--- src/rtl/obstacle_scheduler_pkg.sv ---
// ============================================================================
// Module   : obstacle_scheduler_pkg
// Brief    : Shared types and constants for the obstacle scheduler.
// Revision : 1.0 - initial release
// ============================================================================
`default_nettype none

package obstacle_scheduler_pkg;

    localparam int NUM_LANES      = 3;
    localparam int OBSTACLE_WIDTH = 32;
    localparam int POS_W          = 11;

    // One table entry as seen by the renderer and death detector.
    typedef struct packed {
        logic             active;
        logic [1:0]       lane;
        logic [POS_W-1:0] position;
    } obstacle_t;

    // Tick-processing sequence.
    typedef enum logic [1:0] {
        ST_IDLE    = 2'd0,
        ST_ADVANCE = 2'd1,
        ST_DECIDE  = 2'd2,
        ST_SPAWN   = 2'd3
    } state_t;

    // Fold the two random LFSR bits onto the three lanes (3 reuses lane 1).
    function automatic logic [1:0] lane_from_bits(input logic [1:0] bits);
        return (bits == 2'd3) ? 2'd1 : bits;
    endfunction

endpackage

`default_nettype wire

--- src/rtl/obstacle_scheduler_lfsr16.sv ---
// ============================================================================
// Module   : lfsr16
// Brief    : 16-bit Galois LFSR, taps 16,14,13,11; non-zero seed keeps it
//            out of the all-zero lock-up state.
// Revision : 1.0 - initial release
// ============================================================================
`default_nettype none

module lfsr16 #(
    parameter logic [15:0] SEED = 16'hACE1
) (
    input  logic        system_clock_in,
    input  logic        reset,
    input  logic        step,
    output logic [15:0] state
);

    logic [15:0] r_state;

    // Shift right, feeding the output bit back into the tap positions.
    always_ff @(posedge system_clock_in or posedge reset) begin
        if (reset) begin
            r_state <= SEED;
        end else if (step) begin
            r_state <= r_state[0] ? ((r_state >> 1) ^ 16'hB400) : (r_state >> 1);
        end
    end

    assign state = r_state;

endmodule

`default_nettype wire

--- src/rtl/obstacle_scheduler.sv ---
// ============================================================================
// Module   : obstacle_scheduler
// Brief    : Owns the obstacle table; advances, retires and spawns obstacles
//            once per game tick and ramps the scroll speed.
// Revision : 1.0 - initial release
// ============================================================================
`default_nettype none

module obstacle_scheduler
    import obstacle_scheduler_pkg::*;
#(
    parameter int          NUM_SLOTS        = 10,
    parameter int          SPAWN_POS        = 640,
    parameter int          SPEED_INIT       = 2,
    parameter int          SPEED_MAX        = 12,
    parameter int          SPEED_STEP_TICKS = 600,
    parameter int          MIN_GAP          = 20,
    parameter logic [7:0]  GAP_MASK         = 8'h3F,
    parameter logic [15:0] LFSR_SEED        = 16'hACE1
) (
    input  logic                      system_clock_in,
    input  logic                      reset,
    input  logic                      tick,
    input  logic                      run,
    input  logic                      died,
    output obstacle_t [NUM_SLOTS-1:0] obstacles,
    output logic [3:0]                speed,
    output logic                      busy,
    output logic                      frame_done,
    output logic [15:0]               passed_count,
    output logic                      overrun
);

    localparam int               CNT_W        = $clog2(SPEED_STEP_TICKS);
    localparam logic [3:0]       c_idx_last   = 4'(NUM_SLOTS - 1);
    localparam logic [3:0]       c_no_free    = 4'hF;
    localparam logic [POS_W-1:0] c_spawn_pos  = POS_W'(SPAWN_POS);
    localparam logic [POS_W-1:0] c_lane_limit = POS_W'(SPAWN_POS - 2 * OBSTACLE_WIDTH);
    localparam logic [3:0]       c_speed_init = 4'(SPEED_INIT);
    localparam logic [3:0]       c_speed_max  = 4'(SPEED_MAX);
    localparam logic [CNT_W-1:0] c_step_last  = CNT_W'(SPEED_STEP_TICKS - 1);
    localparam logic [7:0]       c_min_gap    = 8'(MIN_GAP);

    state_t                    r_state;
    obstacle_t [NUM_SLOTS-1:0] r_table;
    logic [3:0]                r_idx;
    logic [3:0]                r_spd;
    logic [1:0]                r_cand;
    logic [3:0]                r_free;
    logic [POS_W-1:0]          r_lane_max;
    logic [7:0]                r_spawn_timer;
    logic [CNT_W-1:0]          r_tick_cnt;
    logic [3:0]                r_speed;
    logic                      r_busy;
    logic                      r_frame_done;
    logic [15:0]               r_passed;
    logic                      r_overrun;

    logic [15:0]               w_lfsr;
    logic                      w_unused_lfsr_hi;
    obstacle_t                 w_cur;
    obstacle_t                 w_upd;
    logic                      w_retire;

    lfsr16 #(
        .SEED (LFSR_SEED)
    ) u_lfsr (
        .system_clock_in (system_clock_in),
        .reset           (reset),
        .step            (1'b1),
        .state           (w_lfsr)
    );

    // Only the low byte drives lane choice and gap jitter.
    assign w_unused_lfsr_hi = ^w_lfsr[15:8];

    // Next value of the slot currently visited by the advance sweep.
    always_comb begin
        w_cur    = r_table[r_idx];
        w_upd    = w_cur;
        w_retire = 1'b0;
        if (w_cur.active) begin
            if (w_cur.position > POS_W'(r_spd)) begin
                w_upd.position = w_cur.position - POS_W'(r_spd);
            end else begin
                w_upd.active   = 1'b0;
                w_upd.position = '0;
                w_retire       = 1'b1;
            end
        end
    end

    // Tick sequencer: sweep the table, decide on a spawn, then write it.
    always_ff @(posedge system_clock_in or posedge reset) begin
        if (reset) begin
            r_state       <= ST_IDLE;
            r_table       <= '0;
            r_idx         <= '0;
            r_spd         <= '0;
            r_cand        <= '0;
            r_free        <= c_no_free;
            r_lane_max    <= '0;
            r_spawn_timer <= c_min_gap;
            r_tick_cnt    <= '0;
            r_speed       <= c_speed_init;
            r_busy        <= 1'b0;
            r_frame_done  <= 1'b0;
            r_passed      <= '0;
            r_overrun     <= 1'b0;
        end else begin
            r_frame_done <= 1'b0;
            if (tick && r_busy) begin
                r_overrun <= 1'b1;
            end
            case (r_state)
                ST_IDLE: begin
                    if (tick && run && !died) begin
                        r_spd      <= r_speed;
                        r_cand     <= lane_from_bits(w_lfsr[1:0]);
                        r_idx      <= '0;
                        r_free     <= c_no_free;
                        r_lane_max <= '0;
                        r_busy     <= 1'b1;
                        r_state    <= ST_ADVANCE;
                    end
                end
                ST_ADVANCE: begin
                    r_table[r_idx] <= w_upd;
                    if (w_retire && (r_passed != 16'hFFFF)) begin
                        r_passed <= r_passed + 16'd1;
                    end
                    if (!w_upd.active && (r_free == c_no_free)) begin
                        r_free <= r_idx;
                    end
                    if (w_upd.active && (w_upd.lane == r_cand) && (w_upd.position > r_lane_max)) begin
                        r_lane_max <= w_upd.position;
                    end
                    if (r_idx == c_idx_last) begin
                        r_state <= ST_DECIDE;
                    end else begin
                        r_idx <= r_idx + 4'd1;
                    end
                end
                ST_DECIDE: begin
                    if (r_tick_cnt == c_step_last) begin
                        r_tick_cnt <= '0;
                        if (r_speed < c_speed_max) begin
                            r_speed <= r_speed + 4'd1;
                        end
                    end else begin
                        r_tick_cnt <= r_tick_cnt + 1'b1;
                    end
                    if (r_spawn_timer != 8'd0) begin
                        r_spawn_timer <= r_spawn_timer - 8'd1;
                        r_state       <= ST_IDLE;
                        r_busy        <= 1'b0;
                        r_frame_done  <= 1'b1;
                    end else if ((r_free != c_no_free) && (r_lane_max < c_lane_limit)) begin
                        r_state <= ST_SPAWN;
                    end else begin
                        r_state      <= ST_IDLE;
                        r_busy       <= 1'b0;
                        r_frame_done <= 1'b1;
                    end
                end
                ST_SPAWN: begin
                    r_table[r_free] <= '{active: 1'b1, lane: r_cand, position: c_spawn_pos};
                    r_spawn_timer   <= c_min_gap + (w_lfsr[7:0] & GAP_MASK);
                    r_state         <= ST_IDLE;
                    r_busy          <= 1'b0;
                    r_frame_done    <= 1'b1;
                end
                default: begin
                    r_state <= ST_IDLE;
                    r_busy  <= 1'b0;
                end
            endcase
        end
    end

    assign obstacles    = r_table;
    assign speed        = r_speed;
    assign busy         = r_busy;
    assign frame_done   = r_frame_done;
    assign passed_count = r_passed;
    assign overrun      = r_overrun;

endmodule

`default_nettype wire

--- config.mk ---
export PLATFORM = sky130hd
export DESIGN_NAME = obstacle_scheduler
export DESIGN_NICKNAME = d
export VERILOG_FILES = /design/src/rtl/obstacle_scheduler_pkg.sv /design/src/rtl/obstacle_scheduler_lfsr16.sv /design/src/rtl/obstacle_scheduler.sv
export SDC_FILE = /design/constraint.sdc
export NUM_CORES = 1
export LEC_CHECK = 0
export BUFFER_PORTS_ARGS = -buffer_cell sky130_fd_sc_hd__buf_2
export CAP_MARGIN = 15
export CORE_ASPECT_RATIO = 0.5
export CORE_MARGIN = 4
export CORE_UTILIZATION = 35
export CTS_CLUSTER_DIAMETER = 30
export DETAILED_ROUTE_END_ITERATION = 7
export GPL_TIMING_DRIVEN = 0
export PLACE_DENSITY = 0.61
export RECOVER_POWER = 25
export SETUP_SLACK_MARGIN = 0.05
export SYNTH_ARGS = -nofsm -noshare
export SYNTH_HDL_FRONTEND = slang
export SYNTH_HIERARCHICAL = 1
export SYNTH_SLANG_ARGS = --single-unit
--- constraint.sdc ---
create_clock -name system_clock_in -period 6.6 [get_ports system_clock_in]
set_clock_uncertainty 0.15 [all_clocks]
set_input_delay 0.33 -clock system_clock_in [delete_from_list [all_inputs] [get_ports system_clock_in]]
set_output_delay 0.33 -clock system_clock_in [all_outputs]
set_load 0.03 [all_outputs]
==> impl_table.tex, run 1 <==
\begin{tabular}{lr}
\hline
Metric & Value \\
\hline
\multicolumn{2}{l}{\textbf{Synthesis}} \\
Distinct cell type count of the synthesized netlist & 66 \\
Synth Flop Type & sky130\_fd\_sc\_hd\_\_dfrtp\_1 \\
Portion of synthesized cell area occupied by the leading cell type & 0.4625 \\
Dominant cell type by area after synthesis & sky130\_fd\_sc\_hd\_\_dfrtp\_1 \\
FFs w/ async S/R, synth & 1.000 \\
Mean cell area of the mapped netlist & 10.25 um2 \\
Cell Area, Synth & 11310 um2 \\
Post-synth EDFFs & 0 \\
Share of synthesized area occupied by flip-flops and latches & 0.4973 \\
Synth Register Bits & 224 \\
Warnings from Yosys & 6 \\
Mapped Nets & 1134 \\
Cells taking the most area after synthesis & sky130\_fd\_sc\_hd\_\_dfrtp\_1 (46\%), sky130\_fd\_sc\_hd\_\_o21ai\_0 (5.1\%), sky130\_fd\_sc\_hd\_\_nand2\_1 (4.1\%) \\
Post-Synthesis Cells & 1103 \\
\multicolumn{2}{l}{\textbf{Floorplanning}} \\
Standard cell core area & 31770 um2 \\
Chip Height & 135.1 um \\
Number of I/O pins & 168 \\
Number of placement rows & 46 \\
Die footprint & 35420 um2 \\
Die span in x & 262.2 um \\
Starting Density & 0.3559 \\
\multicolumn{2}{l}{\textbf{Routing}} \\
Routed Antenna Nets & 0 \\
Detailed-route wire length per cell & 22.14 um \\
DRC & 0 \\
Number of optimization iterations in the first detailed-route pass & 5 \\
Vias after detailed routing & 10100 \\
Via-per-instance ratio & 5.662 \\
Violation count after the first detailed-route iteration & 967 \\
Aggregate routed wire length & 39.47 mm \\
\multicolumn{2}{l}{\textbf{Timing}} \\
Post-layout minimum cycle time & 6.238 ns \\
Unrepaired setup endpoints after global routing & no \\
Final-report hold violation count & 0 \\
Slew at the pin closest to its max-slew limit & 4.562 ns \\
Hold Slack & 0.1901 ns \\
Max Fclk & 0.1603 GHz \\
Final Max Slew Viols & 99 \\
Max-Slew Margin vs Limit & -2.058 \\
Total setup violations reported at the end of the flow & 0 \\
Final worst-path cycle share & 0.9451 \\
\multicolumn{2}{l}{\textbf{Clocking}} \\
CTS H-Tree Depth & 2 \\
Clock tree from TritonCTS & built \\
Clock-pin slew of the registers on the worst-case setup and hold paths & 0.05 ns \\
Clk sink count & 224 \\
Clock Tree Buf Depth & 3 \\
Worst-Skew Late Latency & 0.54 ns \\
Cell at the root of the clock tree & sky130\_fd\_sc\_hd\_\_clkbuf\_16 \\
Number of buffers added by the clock tree synthesis step & 38 \\
\multicolumn{2}{l}{\textbf{GRT}} \\
Global route total overflow & 0 \\
Number of antenna violations at the first check in global routing & 0 \\
Via count of the first global-routing pass & 10160 \\
Maximum number of pins on one net before global-route repair & 111 \\
First-pass GRT wire length & 61.00 mm \\
Global router's overall resource usage & 0.2183 \\
\multicolumn{2}{l}{\textbf{Power and ir drop}} \\
Worst voltage drop across the vdd grid & 0.0002184 V \\
Total power per unit cell area & 596.6 nW/um2 \\
Leak Pwr & 6.598 nW \\
Total power of the final layout & 8.502 mW \\
\multicolumn{2}{l}{\textbf{Worst setup path}} \\
Critical Setup Path Class & flop to flop \\
Critical-path maximum fanout & 10 \\
Crit path arrival time & 6.48 ns \\
Endpoint required time on the critical path & 6.84 ns \\
Worst Setup End Kind & flop \\
Startpoint kind of the worst setup timing path & flop \\
\multicolumn{2}{l}{\textbf{Job}} \\
Max-Cap Viols & 1 \\
\multicolumn{2}{l}{\textbf{Worst hold path}} \\
Tightest Hold Check Type & input port to flop \\
\multicolumn{2}{l}{\textbf{Status}} \\
Run status & finished, violations left \\
Violations in the final reports & capacitance limit, slew limit \\
\multicolumn{2}{l}{\textbf{Layout}} \\
Final \#Nets & 1352 \\
Fin util & 0.4485 \\
Area overhead of the layout relative to synthesis & 26.01\% \\
Ant. Diodes & 0 \\
Fraction of layout cells with a size suffix above 1 & 0.2457 \\
Number of cells in the finished layout apart from fillers & 1783 \\
Final cell area excluding filler cells & 14250 um2 \\
\multicolumn{2}{l}{\textbf{Place}} \\
PortBufs & 167 \\
HPWL after detailed placement & 28.99 mm \\
Placed cell areas & 12720 um2 \\
\# placed instances & 1703 \\
Final weighted congestion in routability-driven placement & 0.9233 \\
\hline
\end{tabular}
[synth_stat cells (9+ instances only)]
| cell | instances |
|---|---|
| sky130_fd_sc_hd__buf_2 | 14 |
| sky130_fd_sc_hd__dfstp_2 | 15 |
| sky130_fd_sc_hd__nor2_1 | 43 |
| sky130_fd_sc_hd__mux2_2 | 29 |
| sky130_fd_sc_hd__nor3_1 | 22 |
| sky130_fd_sc_hd__xnor2_1 | 18 |
| sky130_fd_sc_hd__a21o_1 | 9 |
| sky130_fd_sc_hd__a21oi_1 | 51 |
| sky130_fd_sc_hd__ha_1 | 25 |
| sky130_fd_sc_hd__xor2_1 | 15 |
| sky130_fd_sc_hd__o21ai_0 | 116 |
| sky130_fd_sc_hd__o22ai_1 | 30 |
| sky130_fd_sc_hd__dfrtp_1 | 209 |
| sky130_fd_sc_hd__a22oi_1 | 22 |
| sky130_fd_sc_hd__nand3_1 | 76 |
| sky130_fd_sc_hd__mux2i_1 | 19 |
| sky130_fd_sc_hd__mux4_2 | 16 |
| sky130_fd_sc_hd__clkbuf_1 | 45 |
| sky130_fd_sc_hd__inv_1 | 41 |
| sky130_fd_sc_hd__nand2_1 | 123 |
| sky130_fd_sc_hd__and3_1 | 15 |
[cells in the final DEF (no fill, tap or decap), types with 5 or more instances in the layout]
master	netlist	routed
sky130_fd_sc_hd__dfrtp_1	209	209
sky130_fd_sc_hd__buf_2	14	147
sky130_fd_sc_hd__nand2_1	123	123
sky130_fd_sc_hd__o21ai_0	116	112
sky130_fd_sc_hd__nand3_1	76	76
sky130_fd_sc_hd__clkbuf_1	45	75
sky130_fd_sc_hd__a21oi_1	51	51
sky130_fd_sc_hd__nor2_1	43	43
sky130_fd_sc_hd__inv_1	41	40
sky130_fd_sc_hd__clkbuf_16	0	38
sky130_fd_sc_hd__o22ai_1	30	30
sky130_fd_sc_hd__mux2_2	29	29
sky130_fd_sc_hd__ha_1	25	25
sky130_fd_sc_hd__nor3_1	22	21
sky130_fd_sc_hd__a22oi_1	22	20
sky130_fd_sc_hd__mux2i_1	19	19
sky130_fd_sc_hd__xnor2_1	18	18
sky130_fd_sc_hd__mux4_2	16	16
sky130_fd_sc_hd__and3_1	15	15
sky130_fd_sc_hd__xor2_1	15	15
sky130_fd_sc_hd__buf_4	3	14
sky130_fd_sc_hd__dfstp_2	15	11
sky130_fd_sc_hd__o21ai_2	8	9
sky130_fd_sc_hd__a21o_1	9	9
sky130_fd_sc_hd__buf_6	6	8
sky130_fd_sc_hd__nand4_1	8	8
sky130_fd_sc_hd__o21ai_1	5	8
sky130_fd_sc_hd__and2_1	8	8
sky130_fd_sc_hd__nor4_1	8	8
sky130_fd_sc_hd__o31ai_1	7	7
sky130_fd_sc_hd__o211ai_1	7	7
sky130_fd_sc_hd__clkbuf_8	0	7
sky130_fd_sc_hd__a221o_1	6	6
sky130_fd_sc_hd__nand2b_1	6	6
sky130_fd_sc_hd__bufinv_16	0	6
sky130_fd_sc_hd__clkbuf_4	0	5
sky130_fd_sc_hd__or3_1	5	5
sky130_fd_sc_hd__a31oi_1	8	5
[critical path, cell delays in order, from the launching register on]
cell,delay (ns)
sky130_fd_sc_hd__dfrtp_1,0.31
sky130_fd_sc_hd__clkbuf_1,0.23
sky130_fd_sc_hd__nor2b_1,0.59
sky130_fd_sc_hd__clkbuf_1,0.55
sky130_fd_sc_hd__nand2_1,0.13
sky130_fd_sc_hd__o21ai_1,0.28
sky130_fd_sc_hd__ha_1,0.33
sky130_fd_sc_hd__a21oi_1,0.24
sky130_fd_sc_hd__o21ai_2,0.17
sky130_fd_sc_hd__a2111oi_4,0.40
sky130_fd_sc_hd__buf_4,0.18
sky130_fd_sc_hd__a21oi_1,0.14
sky130_fd_sc_hd__a22oi_1,0.29
sky130_fd_sc_hd__clkbuf_4,0.29
sky130_fd_sc_hd__inv_1,0.06
sky130_fd_sc_hd__ha_1,0.31
sky130_fd_sc_hd__nand3b_1,0.09
sky130_fd_sc_hd__a21oi_1,0.18
sky130_fd_sc_hd__o31ai_1,0.13
sky130_fd_sc_hd__a221oi_2,0.37
sky130_fd_sc_hd__o211ai_4,0.20
sky130_fd_sc_hd__clkbuf_4,0.26
sky130_fd_sc_hd__nand3_1,0.10
sky130_fd_sc_hd__o31ai_1,0.09
[per-layer routing]
layer / wire length, um / global-route usage
met1: 16320 / 0.2844
met5: 0 / 0
met4: 1676 / 0.09061
met3: 2945 / 0.04770
met2: 18530 / 0.3573
[path summary, 6_finish.rpt]
| path | start | end | slack [ns] | depth (start not counted) |
|---|---|---|---|---|
| setup / recovery | r_idx[2] | r_lane_max[8] | 0.36 | 23 |
| hold / removal | died | r_state[0] | 0.19 | 4 |
| setup reg to reg | r_idx[2] | r_lane_max[8] | 0.36 | 23 |
| hold reg to reg | overrun | overrun | 0.33 | 1 |
| max in group asynchronous | reset | passed_count[12] | 2.65 | 3 |
| min in group asynchronous | reset | u_lfsr/state[12] | 0.29 | 3 |
[sequential cells by signal, summed over array words and instances (netlist names)]
| signal | cells |
|---|---|
| obstacles | 140 |
| r_free | 4 |
| r_spawn_timer | 8 |
| busy | 1 |
| r_cand | 2 |
| frame_done | 1 |
| r_state | 2 |
| r_tick_cnt | 10 |
| passed_count | 16 |
| overrun | 1 |
| r_spd | 4 |
| speed | 4 |
| u_lfsr/state | 16 |
| r_idx | 4 |
| r_lane_max | 11 |
[kinds of logic after synthesis]
kind of cell	Yosys count	share of synthesized area
XOR/XNOR	33	0.02556
other	1	0.0003316
flip-flops	224	0.4973
AND/OR/NAND/NOR	341	0.1494
AO/OA/AOI/OAI	292	0.1620
adder cells (fa/ha/maj)	26	0.02943
multiplexers	71	0.08984
buffers and inverters	115	0.04614
[where the power goes]
| group | switching [mW] | internal (mW) | total (mW) |
|---|---|---|---|
| Clock | 0.719 | 1.38 | 2.10 |
| Combinational | 2.74 | 1.39 | 4.12 |
| Sequential | 0.421 | 1.85 | 2.27 |
[stage by stage]
| stage | setup TNS (ns) | setup slack (ns) |
|---|---|---|
| after CTS | 0 | 0.06593 |
| final | 0 | 0.3624 |
| after global routing | 0 | 0.05651 |
| after detailed placement | -10.96 | -1.053 |
| after floorplan | 0 | 0.4508 |
| after global placement | -394.84 | -1.928 |
[final cells by class]
cell class / instances / area [um2]
fill: 3020 / 17520
inverter: 41 / 155.1
buffer: 72 / 424.2
clock buffer: 52 / 1074
tap: 432 / 540.5
timing repair buffer: 180 / 929.6
multi-input combinational: 764 / 5221
sequential: 224 / 5624
clock inverter: 18 / 281.5
[timing repair]
item	CTS	global route
endpoints found under the hold margin	102	0
gates resized for setup	18	22
hold buffers	2	0
pin swaps	1	1
buffers inserted	4	6
setup endpoints to repair	11	11
(Power assumes the default switching activity.)
==> run 2, diff against run 1 <==
Settings changed: PLACE_DENSITY 0.61 to default, SKIP_LAST_GASP from default to 1.
==> run 2 against run 1 <==
Against the previous run:
- the run still ends with capacitance limit, slew limit left
- non-clock buffer count fell by 2
- clock power rose by 5%
- die area did not move
- largest cell class unchanged
- sequential share of layout area fell by 0.17 points
- wire length rose by 1.1%
- first-iteration DRC count rose by 15%
- critical path type unchanged
- core utilization rose by 0.19 points
- via count rose by 1.2%
- critical endpoint is now r_lane_max[6]
- sequential power barely moved
- largest power group unchanged
- flip-flop and latch count did not move
- fmax barely moved
- highest routed layer unchanged
==> impl_table.tex, run 2 (synthesis gave the netlist of run 1 again) <==
\begin{tabular}{lr}
\hline
Metric & Value \\
\hline
\multicolumn{2}{l}{\textbf{Timing}} \\
Post-layout minimum cycle time & 6.239 ns \\
Final worst-path cycle share & 0.9453 \\
Final Max Slew Viols & 85 \\
Max-Slew Margin vs Limit & -1.643 \\
Total setup violations reported at the end of the flow & 0 \\
Final-report hold violation count & 0 \\
Unrepaired setup endpoints after global routing & no \\
Slew at the pin closest to its max-slew limit & 3.943 ns \\
Total negative setup slack & 0 ns \\
Max Fclk & 0.1603 GHz \\
\multicolumn{2}{l}{\textbf{GRT}} \\
Number of antenna violations at the first check in global routing & 0 \\
Global route total overflow & 0 \\
Maximum number of pins on one net before global-route repair & 125 \\
Global router's overall resource usage & 0.2194 \\
Via count of the first global-routing pass & 10060 \\
First-pass GRT wire length & 60.89 mm \\
\multicolumn{2}{l}{\textbf{Routing}} \\
Aggregate routed wire length & 39.89 mm \\
Routed metal-1 wirelength & 16.30 mm \\
Vias after detailed routing & 10220 \\
Violation count after the first detailed-route iteration & 1110 \\
DRC & 0 \\
Routed length on met3 & 3.217 mm \\
Number of optimization iterations in the first detailed-route pass & 7 \\
Detailed-route wire length per cell & 22.28 um \\
Via-per-instance ratio & 5.708 \\
Top layer used by detailed routing & met4 \\
Met2 routed WL & 18.86 mm \\
Routed Antenna Nets & 0 \\
\multicolumn{2}{l}{\textbf{Floorplanning}} \\
Standard cell core area & 31770 um2 \\
Number of placement rows & 46 \\
Starting Density & 0.3559 \\
Chip Height & 135.1 um \\
Die footprint & 35420 um2 \\
Die span in x & 262.2 um \\
Number of I/O pins & 168 \\
\multicolumn{2}{l}{\textbf{Power and ir drop}} \\
Part of the power in combinational logic & 0.480 \\
Relative contribution of sequential cells to total power & 0.264 \\
Share of total power in the clock network & 0.256 \\
Leak Pwr & 6.581 nW \\
Worst voltage drop across the vdd grid & 0.0001904 V \\
Switching power & 3.929 mW \\
Fraction of power spent switching nets & 0.4576 \\
Power Internal & 4.656 mW \\
Total power per unit cell area & 599.8 nW/um2 \\
\multicolumn{2}{l}{\textbf{Worst setup path}} \\
Slowest cell on crit path & sky130\_fd\_sc\_hd\_\_dfrtp\_1 \\
Crit path top cell by count & sky130\_fd\_sc\_hd\_\_a21oi\_1 \\
Endpoint required time on the critical path & 6.89 ns \\
Startpoint kind of the worst setup timing path & flop \\
Cell-by-cell listing of the critical path & clkbuf\_4 -> buf\_8 -> buf\_6 -> buf\_6 -> mux4\_2 -> a22oi\_1 -> o21ai\_1 -> ha\_1 -> a21oi\_1 -> o21ai\_2 -> a2111oi\_4 -> buf\_4 -> a21oi\_1 -> a22oi\_2 -> buf\_4 -> inv\_1 -> ha\_1 -> nand3b\_1 -> a21oi\_1 -> o31ai\_1 -> a221oi\_2 -> o211ai\_4 -> and2\_4 -> o31ai\_1 \\
Worst Setup End Kind & flop \\
Crit path arrival time & 6.53 ns \\
Reg2reg end & r\_lane\_max[6] \\
Critical Setup Path Class & flop to flop \\
Critical-path maximum fanout & 19 \\
Register-to-register setup slack & 0.36 ns \\
Delay contributed by the slowest stage of the critical path & 0.38 ns \\
Worst reg-to-reg path cell count & 24 \\
Reg-to-reg critical path startpoint & r\_idx[1] \\
\multicolumn{2}{l}{\textbf{Clocking}} \\
Clock-pin slew of the registers on the worst-case setup and hold paths & 0.05 ns \\
Cell at the root of the clock tree & sky130\_fd\_sc\_hd\_\_clkbuf\_16 \\
Clock Tree Buf Depth & 3 \\
CTS H-Tree Depth & 2 \\
Clock tree from TritonCTS & built \\
Worst-Skew Late Latency & 0.54 ns \\
Clk sink count & 224 \\
Number of buffers added by the clock tree synthesis step & 43 \\
\multicolumn{2}{l}{\textbf{Layout}} \\
Ant. Diodes & 0 \\
Final cell area excluding filler cells & 14310 um2 \\
Fraction of layout cells with a size suffix above 1 & 0.2408 \\
Highest-count cells in the layout ignoring fill and taps & sky130\_fd\_sc\_hd\_\_dfrtp\_1 (209), sky130\_fd\_sc\_hd\_\_buf\_2 (134), sky130\_fd\_sc\_hd\_\_nand2\_1 (123) \\
Flip-flop count of the largest register, all copies and words added & 140 \\
Area overhead of the layout relative to synthesis & 26.55\% \\
Commonest non-fill, non-tap cell in the layout & sky130\_fd\_sc\_hd\_\_dfrtp\_1 \\
Final \#Nets & 1355 \\
\multicolumn{2}{l}{\textbf{Place}} \\
PortBufs & 167 \\
Placed cell areas & 12720 um2 \\
Final weighted congestion in routability-driven placement & 0.9215 \\
HPWL after detailed placement & 29.26 mm \\
\multicolumn{2}{l}{\textbf{Job}} \\
Max-Cap Viols & 1 \\
\multicolumn{2}{l}{\textbf{Status}} \\
Violations in the final reports & capacitance limit, slew limit \\
Run status & finished, violations left \\
\multicolumn{2}{l}{\textbf{Worst hold path}} \\
Hold path cells & 4 \\
Tightest Hold Check Type & input port to flop \\
Hold Crit Start & died \\
Worst Hold Path EP & r\_state[0] \\
\hline
\end{tabular}
-- run 2: area by class of cell --
class	instances	area [um2]
Fill cell	2994	17460
Sequential cell	224	5624
Multi-Input combinational cell	764	5209
Clock buffer	55	1192
Timing Repair Buffer	178	898.4
Tap cell	432	540.5
Buffer	72	420.4
Clock inverter	24	271.5
Inverter	41	155.1
-- run 2: worst max-delay path by stage --
stage | startpoint | endpoint | slack, ns | cells past startpoint
3_5_place_dp | r_idx[1] | r_lane_max[6] | -1.11 | 24
2_1_floorplan | reset | busy | 0.45 | 1
6_report | r_idx[1] | r_lane_max[6] | 0.36 | 24
5_1_grt | r_idx[0] | r_lane_max[6] | 0.06 | 25
4_1_cts | r_idx[0] | r_lane_max[6] | 0.1 | 27
3_3_place_gp | reset | passed_count[9] | -1.98 | 2
-- run 2: stage by stage --
step / setup WS [ns] / power, mW / hold slack [ns] / utilization / std cells
after floorplan: 0.4508 / 4.834 / 0.08801 / - / 1103
after detailed placement: -1.115 / 6.167 / 0.2975 / 0.4004 / 1703
after global placement: -1.981 / 6.072 / 0.2595 / 0.3993 / 1702
final: 0.3610 / 8.584 / 0.1658 / 0.4505 / 1790
after global routing: 0.06211 / 8.987 / 0.2113 / 0.4505 / 1790
after CTS: 0.09990 / 8.477 / 0.1638 / 0.4488 / 1786
-- run 2: critical path, delay by kind of cell, from the launching register on --
family | cells | cell delay, ns
compound gates | 12 | 2.74
fa+ha+maj | 2 | 0.69
flops | 1 | 0.38
mux | 1 | 0.35
buf+inv | 7 | 1.47
simple gates | 2 | 0.33
-- run 2: power by group through the flow --
stage	clock [mW]	combinational (mW)	sequential, mW
floorplan	0	2.07	2.77
global placement	0	3.82	2.25
detailed placement	0	3.90	2.27
CTS	2.23	3.99	2.26
global route	2.31	4.37	2.31
finish	2.20	4.12	2.26
-- run 2: repair_timing --
| action | CTS | global route |
|---|---|---|
| hold buffers | 2 | 0 |
| resized for setup | 15 | 21 |
| buffers inserted | 4 | 4 |
| hold endpoints to repair | 88 | 0 |
| pin swaps | 1 | 1 |
| cloned | 0 | 0 |
| endpoints found under the setup margin | 11 | 11 |
-- run 2: routing by layer --
layer | vias to the layer above | global-route usage
li1 | 4460 | -
met4 | 0 | 0.09061
met3 | 111 | 0.04606
met5 | - | 0
met1 | 5180 | 0.2921
met2 | 467 | 0.3532
